## src/rtl/seg7_scan_mux.sv

```systemverilog
// ----------------------------------------------------------------------------
// seg7_scan_mux
//
// Time-multiplexed driver for a common-anode style 7-segment display bank.
// A prescaler divides clk down to one digit slot every DIV cycles; the digit
// index walks 0..NUM_DIGITS-1 and the registered seg/dp/an outputs follow it.
// New values are captured into a shadow register on load and promoted to the
// display register only at the frame boundary, so a frame never mixes old
// and new digits.
//
// Parameters
//   NUM_DIGITS : number of multiplexed digits (2..8)
//   DIV        : clock cycles per digit slot (>= 2)
//   HEX_MODE   : 1 = show nibbles 10..15 as A,b,C,d,E,F; 0 = blank them
//
// Ports
//   clk        in   rising-edge clock
//   rst_n      in   asynchronous active-low reset
//   load       in   capture value/dp_in this cycle
//   value      in   4*NUM_DIGITS nibbles, nibble 0 is least significant
//   dp_in      in   decimal point per digit, active-high
//   blank_lz   in   leading-zero blanking enable (live, not shadowed)
//   seg        out  {a,b,c,d,e,f,g}, active-low
//   dp         out  decimal point, active-low
//   an         out  digit enables, active-low, one-hot-low while scanning
//   frame_done out  one-cycle pulse after the index wraps to 0
// ----------------------------------------------------------------------------
module seg7_scan_mux #(
    parameter int NUM_DIGITS = 4,
    parameter int DIV        = 50000,
    parameter int HEX_MODE   = 0
) (
    input  logic                      clk,
    input  logic                      rst_n,
    input  logic                      load,
    input  logic [4*NUM_DIGITS-1:0]   value,
    input  logic [NUM_DIGITS-1:0]     dp_in,
    input  logic                      blank_lz,
    output logic [6:0]                seg,
    output logic                      dp,
    output logic [NUM_DIGITS-1:0]     an,
    output logic                      frame_done
);

    localparam int CW = (DIV > 1) ? $clog2(DIV) : 1;
    localparam int IW = (NUM_DIGITS > 1) ? $clog2(NUM_DIGITS) : 1;

    localparam logic [6:0] SEG_BLANK = 7'b1111111;

    // Scan has not yet started after reset (all anodes off) or is running.
    typedef enum logic {
        ST_IDLE,
        ST_SCAN
    } state_t;

    state_t state, state_nx;

    logic [CW-1:0]             cnt;
    logic                      tick;
    logic [IW-1:0]             idx;
    logic [IW-1:0]             idx_nx;
    logic                      last;
    logic                      start;
    logic                      wrap;
    logic                      frame_start;

    logic [4*NUM_DIGITS-1:0]   shadow_val;
    logic [NUM_DIGITS-1:0]     shadow_dp;
    logic [4*NUM_DIGITS-1:0]   disp_val;
    logic [NUM_DIGITS-1:0]     disp_dp;
    logic [4*NUM_DIGITS-1:0]   disp_val_nx;
    logic [NUM_DIGITS-1:0]     disp_dp_nx;

    logic [3:0]                nib;
    logic                      blank_digit;
    logic [6:0]                seg_nx;
    logic [NUM_DIGITS-1:0]     an_nx;

    // ------------------------------------------------------------------
    // Segment decode, active-low {a,b,c,d,e,f,g}
    // ------------------------------------------------------------------
    function automatic logic [6:0] decode(input logic [3:0] n);
        logic [6:0] d;
        d = SEG_BLANK;
        case (n)
            4'h0: d = 7'b0000001;
            4'h1: d = 7'b1001111;
            4'h2: d = 7'b0010010;
            4'h3: d = 7'b0000110;
            4'h4: d = 7'b1001100;
            4'h5: d = 7'b0100100;
            4'h6: d = 7'b0100000;
            4'h7: d = 7'b0001111;
            4'h8: d = 7'b0000000;
            4'h9: d = 7'b0001100;
            4'hA: d = (HEX_MODE != 0) ? 7'b0001000 : SEG_BLANK;
            4'hB: d = (HEX_MODE != 0) ? 7'b1100000 : SEG_BLANK;
            4'hC: d = (HEX_MODE != 0) ? 7'b0110001 : SEG_BLANK;
            4'hD: d = (HEX_MODE != 0) ? 7'b1000010 : SEG_BLANK;
            4'hE: d = (HEX_MODE != 0) ? 7'b0110000 : SEG_BLANK;
            4'hF: d = (HEX_MODE != 0) ? 7'b0111000 : SEG_BLANK;
            default: d = SEG_BLANK;
        endcase
        return d;
    endfunction

    // ------------------------------------------------------------------
    // Prescaler
    // ------------------------------------------------------------------
    assign tick = (cnt == CW'(DIV - 1));

    // NOTE: state registers use non-blocking assignments so every flop
    // samples the pre-edge values of the others, independent of order.
    always_ff @(posedge clk or negedge rst_n) begin
        if (!rst_n) begin
            cnt <= '0;
        end else if (tick) begin
            cnt <= '0;
        end else begin
            cnt <= cnt + CW'(1);
        end
    end

    // ------------------------------------------------------------------
    // Scan state and digit index
    // ------------------------------------------------------------------
    always_ff @(posedge clk or negedge rst_n) begin
        if (!rst_n) begin
            state <= ST_IDLE;
        end else begin
            state <= state_nx;
        end
    end

    // NOTE: every signal written here gets a default first, so no path
    // through the block can leave a value unassigned and infer a latch.
    always_comb begin
        state_nx = state;
        if (state == ST_IDLE && tick) begin
            state_nx = ST_SCAN;
        end
    end

    assign last  = (idx == IW'(NUM_DIGITS - 1));
    // The first tick after reset lights digit 0 without advancing; it is
    // also where the first frame's contents are taken from the shadow.
    assign start = tick && (state == ST_IDLE);
    assign wrap  = tick && (state == ST_SCAN) && last;
    assign frame_start = start || wrap;

    always_comb begin
        idx_nx = idx;
        if (start || wrap) begin
            idx_nx = '0;
        end else if (tick) begin
            idx_nx = idx + IW'(1);
        end
    end

    always_ff @(posedge clk or negedge rst_n) begin
        if (!rst_n) begin
            idx        <= '0;
            frame_done <= 1'b0;
        end else begin
            idx        <= idx_nx;
            frame_done <= wrap;
        end
    end

    // ------------------------------------------------------------------
    // Shadow and display registers
    // ------------------------------------------------------------------
    // A load coinciding with the frame boundary bypasses the shadow so the
    // new value shows in the very next frame.
    always_comb begin
        disp_val_nx = disp_val;
        disp_dp_nx  = disp_dp;
        if (frame_start) begin
            disp_val_nx = load ? value : shadow_val;
            disp_dp_nx  = load ? dp_in : shadow_dp;
        end
    end

    // NOTE: these data registers are reset because a reset must discard a
    // pending load and show zeros, not stale contents.
    always_ff @(posedge clk or negedge rst_n) begin
        if (!rst_n) begin
            shadow_val <= '0;
            shadow_dp  <= '0;
            disp_val   <= '0;
            disp_dp    <= '0;
        end else begin
            if (load) begin
                shadow_val <= value;
                shadow_dp  <= dp_in;
            end
            disp_val <= disp_val_nx;
            disp_dp  <= disp_dp_nx;
        end
    end

    // ------------------------------------------------------------------
    // Output decode for the digit that becomes current on this tick
    // ------------------------------------------------------------------
    always_comb begin
        nib         = disp_val_nx[4*int'(idx_nx) +: 4];
        blank_digit = 1'b0;
        // Digit i>0 is a leading zero when nibbles i..N-1 are all zero.
        if (blank_lz && (idx_nx != '0)) begin
            blank_digit = 1'b1;
            for (int i = 0; i < NUM_DIGITS; i++) begin
                if (i >= int'(idx_nx) && disp_val_nx[4*i +: 4] != 4'h0) begin
                    blank_digit = 1'b0;
                end
            end
        end
        seg_nx        = blank_digit ? SEG_BLANK : decode(nib);
        an_nx         = '1;
        an_nx[idx_nx] = 1'b0;
    end

    always_ff @(posedge clk or negedge rst_n) begin
        if (!rst_n) begin
            seg <= SEG_BLANK;
            dp  <= 1'b1;
            an  <= '1;
        end else if (tick) begin
            seg <= seg_nx;
            dp  <= ~disp_dp_nx[idx_nx];
            an  <= an_nx;
        end
    end

endmodule

```

## config.mk

```make
export PLATFORM = sky130hd
export DESIGN_NAME = seg7_scan_mux
export DESIGN_NICKNAME = d
export VERILOG_FILES = /design/src/rtl/seg7_scan_mux.sv
export SDC_FILE = /design/constraint.sdc
export NUM_CORES = 1
export LEC_CHECK = 0
export CAP_MARGIN = 25
export CORE_MARGIN = 1
export CORE_UTILIZATION = 35
export DETAILED_ROUTE_END_ITERATION = 6
export DONT_BUFFER_PORTS = 1
export HOLD_SLACK_MARGIN = 0.08
export PLACE_DENSITY = 0.52
export REMOVE_ABC_BUFFERS = 1
export SLEW_MARGIN = 20
export SYNTH_ARGS = -nofsm -noshare
export SYNTH_HDL_FRONTEND = slang
export SYNTH_SLANG_ARGS = --single-unit
```

## constraint.sdc

```tcl
create_clock -name clk -period 6.85 [get_ports clk]
set_input_delay 1.0275 -clock clk [delete_from_list [all_inputs] [get_ports clk]]
set_output_delay 1.0275 -clock clk [all_outputs]
set_load 0.02 [all_outputs]
```

==> flow_summary_export.csv, run 1 <==
group,metric,value,unit
worst_setup_path,path_cells,"nor4b_1, nand4_1, nor2_1, buf_4, mux2_2, a222oi_1, inv_1, ha_1, mux2_2, o21ai_1, a21oi_1",
worst_setup_path,cp_slowest_cell,"a222oi_1",
timing,slew_headroom,40.1,%
place,placed_cells,436,
yosys,synthesis.instances,312,
place,routabilityCongestion,0.747,
yosys,synth_ff_type,"dfrtp_1",
worst_setup_path,path_buf_inv,2,
timing,finalMaxSlewViolations,0,
cells_and_area,multi_input_area,1600,um2
worst_setup_path,critical_path.max_stage_delay,0.80,ns
timing,hold_viol,0,
yosys,netlist_area,3530,um2
floorplanning,die_x,102,um
yosys,synth_area_leaders,"dfrtp_1 43%, mux2_2 10%, dfstp_2 8.9%",
cells_and_area,fillerInstances,961,
cells_and_area,fin_nets,346,
cells_and_area,stdcell_area,3880,um2
floorplanning,die_height,102,um
worst_hold_path,min_path_type,"primary input to async pin",
routing,via_per_inst,5.10,
yosys,ys_types,51,
timing,worst_slew_pin_slew,0.899,ns
routing,postRouteAntennaNets,0,
cells_and_area,layout.cells.non_filler,452,
global_route,grt_pass1_wl,12100,um
worst_setup_path,cp_max_fo,12,
cells_and_area,seq_area,1820,um2
yosys,synth_edf_count,0,
cells_and_area,mostFrequentLayoutCells,"60 x dfrtp_1, 32 x mux2_2, 31 x nor2_1, 21 x nand2_1, 14 x nand3_1",
global_route,grt_max_degree,73,
power_and_ir_drop,powerDensity,218,nW/um2
floorplanning,io_pins,37,
place,numPortBuffers,0,
global_route,antenna_found_initial,0,
power_and_ir_drop,design_power_total,845,uW
clock_tree,h-tree-depth,3,
floorplanning,core_area,9770,um2
worst_setup_path,cp-end-kind,"flop",
clock_tree,numCtsBuffers,9,
routing,first_pass_iters,4,
yosys,syn_area_per_cell,11.3,um2
clock_tree,cts_tree,"done",
worst_setup_path,start_kind,"flop",
floorplanning,die_area,10500,um2
timing,finalSetupViolCount,0,
routing,wirelength,7310,um
global_route,gr-total-overflow,0,
yosys,ys_async_sr_fraction,100,%
status,status,"complete, no violations",
worst_setup_path,crit_path_frequent_cell,"mux2_2",
routing,drtIter0Drc,48,
worst_setup_path,critPathRequiredTime,7.11,ns
cells_and_area,layout_commonest_cell,"dfrtp_1",
routing,vias,2306,
power_and_ir_drop,leakage,0.00179,uW
yosys,seq_area_frac_synth,51.5,%
place,dp_hpwl,5020,um
routing,drc,0,
timing,setup_tns,0,ns
place,place_area,3650,um2
clock_tree,cts_num_sinks,72,
routing,wl_per_cell,16.2,um
cells_and_area,antennaDiodeCount,0,
timing,skew,0.00941,ns
timing,fin_ws,3.02,ns
floorplanning,fp-row-count,36,
clock_tree,clockBufferDepth,2,
cells_and_area,area_growth,9.96,%
flow_run,drv_cap,0,
timing,max_freq,0.261,GHz
worst_setup_path,cp_top_family,"simple AND/OR/NAND/NOR gates",
worst_setup_path,worst-setup-path-type,"flop to flop",
clock_tree,cts_setup_buffers,0,
global_route,track_usage,15.4,%
power_and_ir_drop,vdd_drop_max,0.101,mV
place,pre_cts_ws,3.07,ns
yosys,synth_top_area_share,42.5,%
yosys,synth.largest_area_cell,"dfrtp_1",
clock_tree,cts_root_buf,"clkbuf_8",
clock_tree,cts_hold_buf,0,
floorplanning,start_util,36.1,%
timing,rsz0062_at_grt,"no",
global_route,grt_pass1_vias,2351,
yosys,yosys_warnings,0,
timing,fin_crit_sh,55.9,%
clock_tree,clk_pin_slew_worst_paths,0.08,ns
clock_tree,worstSkewPairLatency,0.36,ns
clock_tree,cts-resized-gates,0,
worst_setup_path,critPathArrivalTime,4.09,ns
yosys,ys_ff_latch,72,
cells_and_area,drive_above_1_share,23.8,%
timing,fin_crit,3.83,ns
layout make-up:
type	instances	share of cell area [%]
sequential	72	46.8
tap	133	4.29
multi-input combinational	215	41.2
clock inverter	6	2.32
clock buffer	10	3.55
timing repair buffer	3	0.580
inverter	13	1.26
state kept, by name (all words and copies together) (netlist names), 2 cells and up:
name,flops
an,4
cnt,16
disp_dp,4
disp_val,16
idx,2
seg,7
shadow_dp,4
shadow_val,16
per-layer routing:
metal,GRT usage [%],vias to the layer above,share of wire (%)
met5,0,-,0
met4,4.95,0,1.1
met3,4.92,10,5.1
met2,24.2,44,47
met1,20.3,1151,47
li1,-,1101,-
cells by family (layout without fill, tap and decap cells):
group	after synthesis	count (layout)	share of synthesized area [%]
AND/OR/NAND/NOR	98	98	15.0
flip-flops	72	72	51.5
AO/OA/AOI/OAI	49	49	9.64
multiplexers	45	45	13.9
buffers and inverters	25	32	3.23
XOR/XNOR	15	15	3.93
adder cells (fa/ha/maj)	8	8	2.84
Yosys cell counts, types with 2 or more instances:
cell / instances
dfrtp_1: 60
mux2_2: 32
nor2_1: 31
nand2_1: 21
nand3_1: 14
inv_1: 13
mux2i_1: 13
a21oi_1: 12
dfstp_2: 12
o21ai_0: 10
ha_1: 8
xnor2_1: 8
and3_1: 6
xor2_1: 6
o21ai_1: 5
buf_2: 4
clkbuf_1: 4
nand2b_1: 4
nor3_1: 3
nor4_1: 3
a2111o_1: 2
a21o_1: 2
a222oi_1: 2
a31o_2: 2
a31oi_1: 2
buf_1: 2
buf_6: 2
nand4_1: 2
nor2b_1: 2
nor4_4: 2
nor4bb_1: 2
o21bai_1: 2
through the flow:
step	hold slack (ns)	utilization [%]
after floorplan	0.447	-
after global placement	0.471	37.4
after detailed placement	0.472	37.4
after CTS	0.343	39.7
after global routing	0.329	39.7
final	0.357	39.7
worst register-to-register path, stage by stage, from the launching register on:
cell and delay, ns:
dfrtp_1 0.45, nor4b_1 0.46, nand4_1 0.37, nor2_1 0.18, buf_4 0.23, mux2_2 0.37, a222oi_1 0.80, inv_1 0.16
ha_1 0.26, mux2_2 0.27, o21ai_1 0.11, a21oi_1 0.07
report_power, final:
part	internal (uW)	switching, uW	total (uW)
registers	437	3.31	441
logic	11.4	9.33	20.7
clock network	216	168	384
final timing paths:
kind                                   from                     end  slack, ns  cells past startpoint
min in group clk           cnt[0]$_DFF_PN0_        cnt[0]$_DFF_PN0_       0.48                      1
max in group asynchronous             rst_n       an[2]$_DFFE_PN1N_       6.30                      0
hold / removal                        rst_n  disp_val[12]$_DFF_PN0_       0.36                      0
setup reg to reg           cnt[5]$_DFF_PN0_      seg[3]$_DFFE_PN1N_       3.02                     11
hold reg to reg            cnt[0]$_DFF_PN0_        cnt[0]$_DFF_PN0_       0.48                      1
setup / recovery           cnt[5]$_DFF_PN0_      seg[3]$_DFFE_PN1N_       3.02                     11
Power figures use the tool's default switching activity.
==> run 2, diff against run 1 <==
Settings changed: PLACE_DENSITY 0.52 to 0.54.
Clock period 6.85 ns to 3.47 ns, I/O delays scaled along.
==> run 2 against run 1 <==
Against the previous run:
- core utilization rose by 1.1 points
- sequential share of layout area decreased by 1.3 points
- critical endpoint unchanged
- highest routed layer unchanged
- final area increased by 2.8%
==> flow_summary_export.csv, run 2 (same netlist as run 1, synthesis figures left out) <==
group,metric,value,unit
status,status,"complete, no violations",
worst_setup_path,cp_top_family,"compound AO/OA/AOI/OAI gates",
floorplanning,core_area,9770,um2
worst_setup_path,worst_r2r_endpoint,"seg[3]$_DFFE_PN1N_",
clock_tree,numCtsBuffers,9,
worst_setup_path,cp-end-kind,"flop",
timing,finalMaxSlewViolations,0,
cells_and_area,fillerInstances,972,
power_and_ir_drop,vdd_drop_max,0.175,mV
worst_setup_path,r2r_start,"cnt[0]$_DFF_PN0_",
clock_tree,cts_num_sinks,72,
place,pre_cts_ws,0.316,ns
worst_setup_path,critPathArrivalTime,3.44,ns
cells_and_area,mostFrequentLayoutCells,"60 x dfrtp_1, 32 x mux2_2, 31 x nor2_1, 21 x nand2_1, 14 x nand3_1",
cells_and_area,fin_nets,357,
place,routabilityCongestion,0.831,
worst_setup_path,reg2regPathDepth,13,
floorplanning,io_pins,37,
clock_tree,worstSkewPairLatency,0.36,ns
cells_and_area,largestRegisters,"cnt x16, disp_val x16, shadow_val x16",
worst_setup_path,worst-setup-path-type,"flop to flop",
cells_and_area,multi_input_area,1610,um2
global_route,grt_max_degree,73,
worst_setup_path,r2r_slack,0.31,ns
global_route,gr-total-overflow,0,
worst_setup_path,critPathRequiredTime,3.76,ns
routing,drtIter0Drc,113,
floorplanning,die_area,10500,um2
flow_run,drv_cap,0,
clock_tree,clk_pin_slew_worst_paths,0.09,ns
clock_tree,cts_root_buf,"clkbuf_8",
cells_and_area,drive_above_1_share,26.4,%
clock_tree,cts_tree,"done",
worst_setup_path,path_cells,"ha_1, and3_1, nand4_1, buf_4, nor2_1, a31o_4, a222oi_1, buf_4, inv_1, ha_1, mux2_2, o21ai_1, a21oi_1",
worst_setup_path,cp_slowest_cell,"dfrtp_1",
global_route,antenna_found_initial,0,
routing,wl_per_cell,15.7,um
routing,vias,2304,
place,numPortBuffers,0,
worst_setup_path,cp_max_fo,20,
cells_and_area,layout_commonest_cell,"dfrtp_1",
power_and_ir_drop,powerDensity,422,nW/um2
routing,first_pass_iters,4,
timing,fin_crit,3.16,ns
timing,hold_viol,0,
floorplanning,fp-row-count,36,
global_route,track_usage,15.4,%
power_and_ir_drop,leakage,0.00184,uW
routing,drc,0,
place,placed_cells,445,
timing,finalSetupViolCount,0,
routing,postRouteAntennaNets,0,
timing,skew,0.0135,ns
timing,rsz0062_at_grt,"no",
timing,worst_slew_pin_slew,0.494,ns
worst_hold_path,min_to,"shadow_dp[1]$_DFF_PN0_",
place,dp_hpwl,4940,um
routing,via_per_inst,4.98,
global_route,grt_pass1_wl,11900,um
timing,slew_headroom,67.0,%
worst_hold_path,min_path_cells,1,
cells_and_area,area_growth,13.0,%
timing,fin_crit_sh,91.0,%
floorplanning,start_util,36.1,%
timing,fin_ws,0.312,ns
cells_and_area,layout.cells.non_filler,463,
cells_and_area,post-route-util,40.8,%
timing,max_freq,0.317,GHz
cells_and_area,seq_area,1820,um2
routing,wirelength,7260,um
floorplanning,die_height,102,um
worst_setup_path,critical_path.max_stage_delay,0.41,ns
cells_and_area,antennaDiodeCount,0,
worst_hold_path,min_path_type,"primary input to flop",
clock_tree,h-tree-depth,3,
floorplanning,die_x,102,um
clock_tree,clockBufferDepth,2,
worst_setup_path,start_kind,"flop",
worst_setup_path,path_buf_inv,3,
clock_tree,cts_setup_buffers,0,
worst_hold_path,hold_start,"dp_in[1]",
global_route,grt_pass1_vias,2242,
-- run 2: timing repair --
item | CTS | global route
endpoints found under the setup margin | 0 | 1
hold buffers | 2 | 0
resized for setup | 0 | 1
hold endpoints to repair | 72 | 0
-- run 2: layout make-up --
| class | instances | share of cell area, % |
|---|---|---|
| inverter | 13 | 1.22 |
| timing repair buffer | 14 | 3.20 |
| clock buffer | 9 | 3.10 |
| tap | 133 | 4.17 |
| sequential | 72 | 45.5 |
| clock inverter | 7 | 2.54 |
| multi-input combinational | 215 | 40.2 |
-- run 2: report_power, final --
group          total, uW  switching [uW]  internal [uW]  leakage, uW
Combinational       60.6            34.2           26.4     0.000864
Sequential           869            5.83            863     0.000874
Clock                754             344            411     0.000106
-- run 2: stage by stage --
stage | hold WS (ns) | area [um2] | total power (uW) | TNS [ns]
after floorplan | 0.225 | 3460 | 917 | -0.151
after global placement | 0.227 | 3720 | 925 | 0
after detailed placement | 0.227 | 3720 | 927 | 0
after CTS | 0.302 | 3980 | 1720 | 0
after global routing | 0.296 | 3990 | 1760 | 0
final | 0.322 | 3990 | 1680 | 0
-- run 2: layer usage --
metal	GRT usage, %	part of all wire (%)	wire length (um)
met1	20.9	48	3500
met2	22.7	45	3260
met3	5.54	6.1	444
met4	4.95	0.76	55
met5	0	0	0
-- run 2: how the worst max path moves through the flow --
stage	start	end	slack [ns]	cells after the start
2_1_floorplan	cnt[5]$_DFF_PN0_	seg[3]$_DFFE_PN1N_	-0.14	9
3_3_place_gp	cnt[5]$_DFF_PN0_	seg[3]$_DFFE_PN1N_	0.35	11
3_5_place_dp	cnt[5]$_DFF_PN0_	seg[3]$_DFFE_PN1N_	0.32	11
4_1_cts	cnt[0]$_DFF_PN0_	seg[3]$_DFFE_PN1N_	0.29	13
5_1_grt	cnt[0]$_DFF_PN0_	seg[3]$_DFFE_PN1N_	0.03	13
6_report	cnt[0]$_DFF_PN0_	seg[3]$_DFFE_PN1N_	0.31	13
-- run 2: worst register-to-register path, cell delays in order (launching register included) --
cell	delay, ns
dfrtp_1	0.41
ha_1	0.25
and3_1	0.23
nand4_1	0.15
buf_4	0.27
nor2_1	0.14
a31o_4	0.29
a222oi_1	0.39
buf_4	0.22
inv_1	0.07
ha_1	0.21
mux2_2	0.26
o21ai_1	0.13
a21oi_1	0.08
==> run 3, diff against run 2 <==
Settings changed: CAP_MARGIN 25 to not set.
==> results of run 3 <==
Final layout, timing and power as in run 2 (identical DEF).
